[config.mk]
export PLATFORM = sky130hd
export DESIGN_NAME = note_judge
export DESIGN_NICKNAME = d
export VERILOG_FILES = /design/src/rtl/note_judge.sv
export SDC_FILE = /design/constraint.sdc
export NUM_CORES = 1
export LEC_CHECK = 0
export ABC_AREA = 1
export BUFFER_PORTS_ARGS = -buffer_cell sky130_fd_sc_hd__buf_2
export CAP_MARGIN = 10
export CORE_ASPECT_RATIO = 0.7
export CORE_MARGIN = 1
export CORE_UTILIZATION = 25
export CTS_CLUSTER_SIZE = 16
export DETAILED_ROUTE_END_ITERATION = 8
export PLACE_DENSITY_LB_ADDON = 0.1
export SYNTH_ARGS = -nofsm -noshare
export SYNTH_HDL_FRONTEND = slang
export SYNTH_SLANG_ARGS = --single-unit
[constraint.sdc]
create_clock -name clk_1ms -period 2.4 [get_ports clk_1ms]
set_clock_uncertainty 0.05 [all_clocks]
set_input_delay 0.12 -clock clk_1ms [delete_from_list [all_inputs] [get_ports clk_1ms]]
set_output_delay 0.12 -clock clk_1ms [all_outputs]
set_load 0.02 [all_outputs]
[src/rtl/note_judge.sv]
// Rhythm judgement stage: times player key presses against note onsets from the
// score controller and keeps score, combo and max_combo for display/scoring.
module note_judge #(
    parameter logic [15:0] PERFECT_WIN = 16'd50,
    parameter logic [15:0] GOOD_WIN    = 16'd150,
    parameter logic [15:0] PERFECT_PTS = 16'd10,
    parameter logic [15:0] GOOD_PTS    = 16'd5
) (
    input  logic        clk_1ms,
    input  logic        rst,
    input  logic        en,
    input  logic [7:0]  note_pointer,
    input  logic [3:0]  cur_note,
    input  logic        key_valid,
    input  logic [3:0]  key_code,
    output logic [1:0]  judge,
    output logic        judge_valid,
    output logic [15:0] score,
    output logic [7:0]  combo,
    output logic [7:0]  max_combo
);

    typedef enum logic [1:0] {
        ST_IDLE     = 2'd0,
        ST_WAIT_HIT = 2'd1,
        ST_JUDGED   = 2'd2,
        ST_REST     = 2'd3
    } state_t;

    localparam logic [1:0] J_PERFECT = 2'd1;
    localparam logic [1:0] J_GOOD    = 2'd2;
    localparam logic [1:0] J_MISS    = 2'd3;

    function automatic logic [15:0] sat_add16(input logic [15:0] a, input logic [15:0] b);
        logic [16:0] sum;
        sum = {1'b0, a} + {1'b0, b};
        return sum[16] ? 16'hFFFF : sum[15:0];
    endfunction

    function automatic logic [7:0] sat_inc8(input logic [7:0] a);
        return (a == 8'hFF) ? 8'hFF : a + 8'd1;
    endfunction

    state_t      r_state;
    logic [15:0] r_elapsed;
    logic [7:0]  r_prev_ptr;
    logic [1:0]  r_judge;
    logic        r_judge_valid;
    logic [15:0] r_score;
    logic [7:0]  r_combo;
    logic [7:0]  r_max_combo;

    logic        w_onset;
    logic        w_match;
    logic        w_perfect;
    logic        w_good;
    logic [7:0]  w_next_combo;
    logic [15:0] w_hit_pts;

    // Onset detection and hit-window classification for the current cycle
    always_comb begin
        w_onset      = (r_state == ST_IDLE) || (note_pointer != r_prev_ptr);
        w_match      = key_valid && (key_code == cur_note) && (r_state == ST_WAIT_HIT);
        w_perfect    = w_match && (r_elapsed <= PERFECT_WIN);
        w_good       = w_match && (r_elapsed > PERFECT_WIN) && (r_elapsed <= GOOD_WIN);
        w_next_combo = sat_inc8(r_combo);
        w_hit_pts    = w_perfect ? PERFECT_PTS : GOOD_PTS;
    end

    // Judgement FSM with registered outputs; an onset always beats a same-cycle key
    always_ff @(posedge clk_1ms) begin
        if (rst) begin
            r_state       <= ST_IDLE;
            r_elapsed     <= 16'd0;
            r_prev_ptr    <= 8'd0;
            r_judge       <= 2'd0;
            r_judge_valid <= 1'b0;
            r_score       <= 16'd0;
            r_combo       <= 8'd0;
            r_max_combo   <= 8'd0;
        end else if (!en) begin
            r_judge_valid <= 1'b0;
        end else begin
            r_prev_ptr <= note_pointer;
            if (w_onset) begin
                r_elapsed <= 16'd0;
                r_state   <= (cur_note == 4'd0) ? ST_REST : ST_WAIT_HIT;
                if (r_state == ST_WAIT_HIT) begin
                    r_judge       <= J_MISS;
                    r_judge_valid <= 1'b1;
                    r_combo       <= 8'd0;
                end else begin
                    r_judge_valid <= 1'b0;
                end
            end else begin
                r_elapsed <= (r_elapsed == 16'hFFFF) ? r_elapsed : r_elapsed + 16'd1;
                if (w_perfect || w_good) begin
                    r_judge       <= w_perfect ? J_PERFECT : J_GOOD;
                    r_judge_valid <= 1'b1;
                    r_score       <= sat_add16(r_score, w_hit_pts);
                    r_combo       <= w_next_combo;
                    r_max_combo   <= (w_next_combo > r_max_combo) ? w_next_combo : r_max_combo;
                    r_state       <= ST_JUDGED;
                end else begin
                    r_judge_valid <= 1'b0;
                end
            end
        end
    end

    assign judge       = r_judge;
    assign judge_valid = r_judge_valid;
    assign score       = r_score;
    assign combo       = r_combo;
    assign max_combo   = r_max_combo;

endmodule

After elaboration in Yosys (flattened, before gate mapping)

Index checks and enable logic that the tools add are counted.

Register bits after elaboration: 61
Word-level logic and storage cells: 58
Input bits: 20
Output and inout bits: 35

Reduce and logical (&&, ||, !) cells: 16
Bitwise logic cells: 2
Multiplexer cells: 18
Magnitude comparators: 4
Eq/ne operators: 7
Add/subtract/negate cells: 3

Operator list:

| cell                    | count |
|---|---|
| $mux W16                | 3 |
| $mux W8                 | 4 |
| $add A16 B4 Y17         | 1 |
| $add A16 B1 Y16 const B | 1 |
| $eq A16 B16 Y1 const B  | 1 |
| $gt A16 B6 Y1 const B   | 1 |
| $le A16 B6 Y1 const B   | 1 |
| $le A16 B8 Y1 const B   | 1 |
| $mux W2                 | 7 |
| $add A8 B1 Y8 const B   | 1 |
| $eq A8 B8 Y1 const B    | 1 |
| $gt A8 B8 Y1            | 1 |
| $ne A8 B8 Y1            | 1 |
| $reduce_and A3 Y1       | 2 |
| $logic_and A1 B1 Y1     | 5 |
| $eq A4 B4 Y1            | 1 |
| $logic_not A4 Y1        | 1 |
| $mux W4                 | 1 |
| $reduce_and A2 Y1       | 2 |
| $reduce_and A4 Y1       | 1 |
| $mux W1                 | 3 |
| $eq A2 B1 Y1 const B    | 1 |
| $logic_not A2 Y1        | 1 |
| $logic_or A1 B1 Y1      | 2 |
| other kinds (5)         | 6 |

Logic depth before layout (Yosys ltp)

Gate-level depths: netlist of run 1.

Depth in word-level cells: 8
Gate-level depth with buffers: 19
Depth with buffers taken out: 19

Least setup slack after synthesis of run 1

Ideal clock, no wire load.

Kind: register to register
From: register r_combo[0], in the netlist combo[0]
To: register r_max_combo[7], in the netlist max_combo[7]
Buffers on the path: 0
Required time: 2.236 ns
Arrival time: 2.587 ns
Cell stages (with the launch flop): 16
Period minus slack after synthesis: 2.750 ns
Setup time: 0.114 ns
Slack: -0.350 ns
Path through: dfxtp_1 > ha_1 > nand2_1 > nor2_1 > nand3_1 > inv_1 > nor2_1 > nor2_1 > inv_1 > ha_1 > nand2_1 > o21a_1 > a21oi_1 > nand3_4 > nor2_1 > nor2_1

Longest elaborated chain between the ends: 4
Elaborated cells on any way between the ends: 5
Those cells by class: 1 x add/sub; 1 x order compare; 1 x eq/ne; 1 x mux; 1 x reduce/logical

RTL lines:

| item                                                 | line | text |
|---|---|---|
| start: declaration                                   | 50   | `logic [7:0] r_combo;` |
| start signal: assignment                             | 101  | `r_combo <= w_next_combo;` |
| $add A8 B1 Y8 / $eq A8 B8 Y1 (equally long branches) | 41   | `return (a == 8'hFF) ? 8'hFF : a + 8'd1;` |
| $mux W8 *                                            | 41   |  |
| named net w_next_combo[6]                            | 57   | `logic [7:0] w_next_combo;` |
| $gt A8 B8 Y1 *                                       | 102  | `r_max_combo <= (w_next_combo > r_max_combo) ? w_next_combo : r_max_combo;` |
| $reduce_and A4 Y1 (no line) *                        | n/a  |  |
| end signal: assignment                               | 102  |  |
| end: declaration                                     | 51   | `logic [7:0] r_max_combo;` |

The timed path passes the listed nets; every way through them passes the cells marked *.
A chain may end at the register's enable or synchronous reset.

Worst setup path in the final report of run 1

From: register r_combo[1], in the netlist combo[1]
To: register r_max_combo[7], in the netlist max_combo[7]

Same word-level chain as after synthesis.

==> results of run 1 <==
## critical path, stage by stage (launching register included)
cell and delay, ns:
dfxtp_4 0.37, ha_4 0.15, nand2_4 0.05, nor2_4 0.13, nand3_4 0.10, nor2_4 0.25
nor2_4 0.07, inv_2 0.08, ha_4 0.14, inv_2 0.03, o21bai_1 0.13, nand2_1 0.07
nand2_1 0.07, nand2_2 0.07, a21oi_4 0.21, buf_12 0.15, nand3_4 0.09, nand2_1 0.10
nand2_1 0.05, nor2_1 0.11
## synth_stat cells
library cell / number
o21ai_1: 5
fa_1: 1
clkinv_1: 1
inv_1: 93
or2_2: 3
buf_6: 7
nand4_1: 17
dfxtp_1: 61
nor3b_1: 1
nand2_4: 1
ha_1: 15
a21oi_1: 57
nand2_1: 215
nor3_1: 5
nor3_4: 2
clkbuf_1: 9
buf_2: 8
nand3b_1: 3
o21bai_1: 2
nand3_2: 1
nor4_1: 1
nor3_2: 1
nor2_4: 1
nand3_4: 1
o21ai_0: 13
nor2_2: 6
xor2_1: 12
nand2_2: 6
o21a_1: 1
nand3_1: 69
and2_1: 4
xnor2_1: 3
nor2_1: 97
inv_2: 7
buf_4: 2
## power breakdown
| part | leakage [nW] | switching [mW] | internal [mW] |
|---|---|---|---|
| registers | 0.499 | 0.0101 | 1.03 |
| logic | 2.35 | 0.133 | 0.0759 |
| clock network | 0.161 | 0.498 | 0.989 |
| total | 3.01 | 0.641 | 2.09 |
## sequential cells by signal (all words and copies together), names as in the netlist
name,flops
r_elapsed,16
score,16
combo,8
max_combo,8
r_prev_ptr,8
judge,2
r_state,2
judge_valid,1
## worst min path at each step
stage	start	end	slack (ns)	cells past startpoint
6_report	note_pointer[2]	r_prev_ptr[2]	0.01	3
5_1_grt	note_pointer[6]	r_prev_ptr[6]	0.01	3
4_1_cts	note_pointer[2]	r_prev_ptr[2]	0.0004	3
3_5_place_dp	note_pointer[0]	r_prev_ptr[0]	0.34	3
3_3_place_gp	note_pointer[0]	r_prev_ptr[0]	0.33	3
2_1_floorplan	note_pointer[0]	r_prev_ptr[0]	0.20	2
## timing repair
action | in CTS | in global routing
hold endpoints to repair | 5 | 0
pin swaps | 10 | 37
endpoints found under the setup margin | 24 | 24
cloned | 2 | 1
gates resized for setup | 46 | 75
setup buffers | 11 | 4
hold buffers | 5 | 0
## routing by layer
layer | global-route usage | part of all wire
met3 | 0.0323 | 0.034
met5 | 0 | 0
met4 | 0.0368 | 0.0077
met1 | 0.232 | 0.54
met2 | 0.237 | 0.42
## stage by stage
stage               total power [mW]  setup slack, ns  hold WS, ns  cell area (um^2)
floorplan                       1.18          -0.0114        0.197              4500
global placement                1.25           -0.277        0.331              5410
detailed placement              1.25           -0.296        0.340              5410
CTS                             2.77          -0.0866     0.000376              6120
global route                    2.85           -0.264      0.00972              6440
finish                          2.73           -0.113       0.0105              6440
## final cells by class
| type | count | area share |
|---|---|---|
| clock buffer | 12 | 0.0414 |
| clock inverter | 3 | 0.0105 |
| inverter | 101 | 0.0593 |
| multi-input combinational | 544 | 0.492 |
| sequential | 61 | 0.192 |
| tap | 231 | 0.0449 |
| timing repair buffer | 144 | 0.160 |
## cell families (layout without fill, tap and decap cells)
kind of cell / count (synthesis) / count (layout)
buf+inv: 127 / 260
fa+ha+maj: 16 / 16
simple gates: 434 / 435
xor+xnor: 15 / 15
compound gates: 78 / 78
flops: 61 / 61
==> results.toml, run 1 <==
[timing]
finalCriticalPeriod_ns = 2.51
maxSlewHeadroom = 0.555
fin_setup_tns_ns = -1.79
fin_ws_ns = -0.113
rsz0062_at_grt = "yes"
tightestPinTransition_ns = 0.666
fmax_ghz = 0.398
final-hold-violation-count = 0
slew_viol_final = 0
setup_viol = 23
fin_crit_sh = 1.05

[global_route]
grt_max_degree = 39
grt_pass1_vias = 4527
grt_first_pass_wirelength_um = 22800
antenna_found_initial = 0
track_usage = 0.159
grt_overflow_total = 0

[clocking]
cts_max_path_buffers = 2
numCtsBuffers = 9
cts_root_buffer = "clkbuf_16"
cts_tree = "built"
clkSinkCount = 61
cts.clk_slew.worst_paths_ns = 0.06
clkLatencyLatePin_ns = 0.34
ctsHtreeMaxLevel = 3

[drt]
dr_total_vias = 4840
drc = 0
via_per_inst = 4.42
wirelength_um = 14100
ant_nets = 0
wl_per_cell_um = 12.9
firstDrtPassIters = 4
drtIter0Drc = 208

[yosys]
synth_nets = 767
yosysWarnings = 0
avgSynthCellArea_um2 = 6.02
syn_inst = 731
syn_area_um2 = 4400
synth_top_area_frac = 0.278
synthAdderAreaFrac = 0.0472
synth-compound-area-share = 0.0904
ys_ff_latch = 61
synth-xor-area-share = 0.0299
synth_top_cell_by_area = "dfxtp_1"
yosys.area_share.simple = 0.431
ys_seq_area_frac = 0.278
ys_types = 35
synth_top_family_by_area = "simple AND/OR/NAND/NOR gates"
muxShareOfSynthArea = 0
synthTopCellsByArea = "dfxtp_1 (28%), nand2_1 (18%), nor2_1 (8.3%)"

[final_layout]
fill_cells = 1860
seq_area_um2 = 1240
mostFrequentLayoutCell = "nand2_1"
final_core_util = 0.375
nets = 897
diodes = 0
multi_input_area_um2 = 3170
final_cell_mix = "nand2_1 (193), nor2_1 (87), inv_1 (79), buf_4 (79), buf_2 (54)"
finalNonFillerCells = 1096
drive_gt1_frac = 0.340
syn_to_final_growth_pct = 46.3

[worst_setup_path]
endpoint_kind = "register"
r2r_start = "combo[1]"
worstRegToRegCells = 19
r2r-end = "max_combo[7]"
worstSetupEndpoint = "max_combo[7]"
critPathRequiredTime_ns = 2.63
crit_fanout = 6
critical_path_class = "register to register"
r2r_setup_slack_ns = -0.11
crit_path_start_kind = "register"
critPathArrivalTime_ns = 2.74
cp-startpoint = "combo[1]"

[power_and_ir_drop]
total_leakage_power_nw = 3.01
p_per_area_nw_per_um2 = 424
ir_drop_mv = 0.241

[placement]
dp_hpwl_um = 10300
dp_cells = 1059
port_buffers = 54
routabilityCongestion = 0.835

[outcome]
status = "complete, but fails checks"
violations = "negative setup slack"

[job]
cap_violations = 0

[hold_path]
hold_class = "input port to register"

[die]
core-area_um2 = 17200
start_util = 0.256
fp.dieW_um = 161
die_h_um = 113
pin_count = 55
rows = 40
dieArea_um2 = 18100
Note: power is estimated with default switching activity, not from simulation.
==> run 2, diff against run 1 <==
--- a/config.mk
+++ b/config.mk
@@ -5,15 +5,16 @@
 export SDC_FILE = /design/constraint.sdc
 export NUM_CORES = 1
 export LEC_CHECK = 0
-export ABC_AREA = 1
+export ABC_AREA = 0
 export BUFFER_PORTS_ARGS = -buffer_cell sky130_fd_sc_hd__buf_2
 export CAP_MARGIN = 10
-export CORE_ASPECT_RATIO = 0.7
+export CORE_ASPECT_RATIO = 0.75
 export CORE_MARGIN = 1
 export CORE_UTILIZATION = 25
 export CTS_CLUSTER_SIZE = 16
 export DETAILED_ROUTE_END_ITERATION = 8
 export PLACE_DENSITY_LB_ADDON = 0.1
+export SKIP_LAST_GASP = 1
 export SYNTH_ARGS = -nofsm -noshare
 export SYNTH_HDL_FRONTEND = slang
 export SYNTH_SLANG_ARGS = --single-unit
==> results.toml, run 2 <==
[outcome]
status = "complete, but fails checks"
violations = "negative setup slack"

[worst_setup_path]
critical_path_class = "register to register"
critPathRequiredTime_ns = 2.56
worst-path-buf-inv = 2
slowest_delay_ns = 0.33
r2r_start = "r_elapsed[8]"
r2r-end = "score[10]"
crit_path_start_kind = "register"
crit_family = "simple AND/OR/NAND/NOR gates"
endpoint_kind = "register"
slowest_stage = "dfxtp_2"
path_cells = "nor4b_4 > nand2_2 > nor3_4 > nand2_4 > inv_4 > fa_2 > a21o_1 > a21o_1 > nand2_4 > buf_12 > nor3_4 > nand3_1 > nor3b_2 > nor3_1"
worstRegToRegCells = 14
r2r_setup_slack_ns = -0.28
crit_fanout = 5
critPathArrivalTime_ns = 2.85

[global_route]
grt_overflow_total = 0
grt_max_degree = 18
antenna_found_initial = 0
grt_first_pass_wirelength_um = 15200
grt_pass1_vias = 2997
track_usage = 0.147

[hold_path]
holdPathStages = 3
hold_class = "input port to register"
min_to = "r_prev_ptr[3]"
min_from = "note_pointer[3]"

[die]
pin_count = 55
fp.dieW_um = 133
start_util = 0.260
core-area_um2 = 12500
dieArea_um2 = 13400
rows = 35
die_h_um = 101

[drt]
wirelength_um = 9280
wl_per_cell_um = 13.5
drc = 0
firstDrtPassIters = 4
via_per_inst = 4.49
drtIter0Drc = 120
dr_total_vias = 3084
ant_nets = 0

[yosys]
synth_top_cell_by_area = "dfxtp_1"
avgSynthCellArea_um2 = 8.79
syn_inst = 369
syn_area_um2 = 3240
yosysWarnings = 0
ys_seq_area_frac = 0.377
synth_top_area_frac = 0.377
synthArstFlopShare = 0
synth_edf_count = 0
ys_ff_latch = 61
yosysMostFrequentCell = "dfxtp_1"
synthTopCellsByArea = "dfxtp_1 (38%), nor2_1 (6.6%), ha_1 (5.8%)"
ys_types = 49
synth_common_cells = "dfxtp_1 (61), nor2_1 (57), nand2_1 (20), xnor2_1 (19), nor3_1 (17)"
synth_nets = 405
synthFlopType = "dfxtp_1"

[timing]
final-hold-violation-count = 0
setup_viol = 24
fin_setup_tns_ns = -5.62
maxSlewHeadroom = 0.693
tightestPinTransition_ns = 0.459
rsz0062_at_grt = "yes"
fin_crit_sh = 1.12
finalCriticalPeriod_ns = 2.68
slew_viol_final = 0
fin_ws_ns = -0.283
fmax_ghz = 0.373

[clocking]
numCtsBuffers = 9
cts_root_buffer = "clkbuf_16"
clkSinkCount = 61
clkLatencyLatePin_ns = 0.33
cts_max_path_buffers = 2
ctsHtreeMaxLevel = 3
cts.clk_slew.worst_paths_ns = 0.05
cts_tree = "built"

[final_layout]
final_core_util = 0.409
syn_to_final_growth_pct = 57.5
final_cell_mix = "buf_4 (86), buf_2 (54), dfxtp_1 (53)"
diodes = 0
drive_gt1_frac = 0.453
nets = 552
mostFrequentLayoutCell = "buf_4"

[placement]
port_buffers = 54
dp_hpwl_um = 7000
routabilityCongestion = 0.745

[power_and_ir_drop]
total_leakage_power_nw = 2.20
ir_drop_mv = 0.336
p_per_area_nw_per_um2 = 469

[job]
cap_violations = 0
==> run 2: cell types whose count changed after synthesis, sizes merged, moves of 7 or more <==
cell    previous run  this run
a211oi             0         8
buf               17         3
inv              100        15
nor2             104        58
mux2i              0        14
nand2            222        20
xnor2              3        19
nor3               8        20
and3               0         7
nand3             71        12
a21oi             57        10
a22o               0         8
and4               0         7
==> run 2: power by group <==
group,total (mW),switching (mW),internal (mW)
registers,1.03,0.00824,1.02
logic,0.141,0.0763,0.0645
clock network,1.22,0.438,0.782
total,2.39,0.523,1.87
==> run 2: how the worst max path moves through the flow <==
| stage | from | endpoint | slack, ns | cells after the start |
|---|---|---|---|---|
| floorplan | combo[0] | max_combo[3] | -0.16 | 14 |
| global route | combo[1] | max_combo[3] | -0.48 | 13 |
| global placement | r_elapsed[8] | score[7] | -0.41 | 12 |
| finish | r_elapsed[8] | score[10] | -0.28 | 14 |
| detailed placement | r_elapsed[8] | score[7] | -0.46 | 12 |
| CTS | r_elapsed[8] | score[6] | -0.37 | 13 |
==> run 2: area by class of cell <==
type,count,area [um^2]
Clock buffer,15,278
Fill cell,1254,7380
Multi-Input combinational cell,281,2280
Tap cell,166,208
Inverter,15,58.8
Timing Repair Buffer,148,1040
Clock inverter,1,5.00
Sequential cell,61,1240
==> run 2: repair_timing <==
| item | 4_1_cts | 5_1_grt |
|---|---|---|
| hold endpoints to repair | 2 | 0 |
| gates resized for setup | 28 | 22 |
| pin swaps | 19 | 21 |
| hold buffers | 2 | 0 |
| setup endpoints to repair | 33 | 34 |
| buffers inserted | 10 | 8 |
| cloned | 1 | 0 |
==> run 2: per-layer routing <==
layer	global-route usage	up-vias	wire length (um)
li1	-	1612	-
met1	0.209	1407	4970
met2	0.207	55	3750
met3	0.0473	10	443
met4	0.0524	0	121
met5	0	-	0
==> run 2: worst min-delay path: stages <==
cell and delay, ns:
buf_2 0.10, mux2i_1 0.06, nor2_1 0.07
==> run 2: cells by family (layout without fill, tap and decap cells) <==
logic type,Yosys count,in the layout,synth area share
adder cells (fa/ha/maj),16,16,0.0641
AO/OA/AOI/OAI,55,55,0.121
XOR/XNOR,35,35,0.0946
AND/OR/NAND/NOR,161,161,0.265
flip-flops,61,61,0.377
buffers and inverters,27,179,0.0359
multiplexers,14,14,0.0432
==> run 2: stage by stage <==
step	power (mW)	cells	worst slack, ns	area, um^2	hold WS [ns]
final	2.39	687	-0.283	5100	0.0131
after global routing	2.50	687	-0.477	5100	0.0177
after CTS	2.44	680	-0.370	4960	0.00324
after detailed placement	1.19	651	-0.464	4440	0.347
after global placement	1.19	651	-0.415	4440	0.332
after floorplan	1.13	369	-0.156	3440	0.218
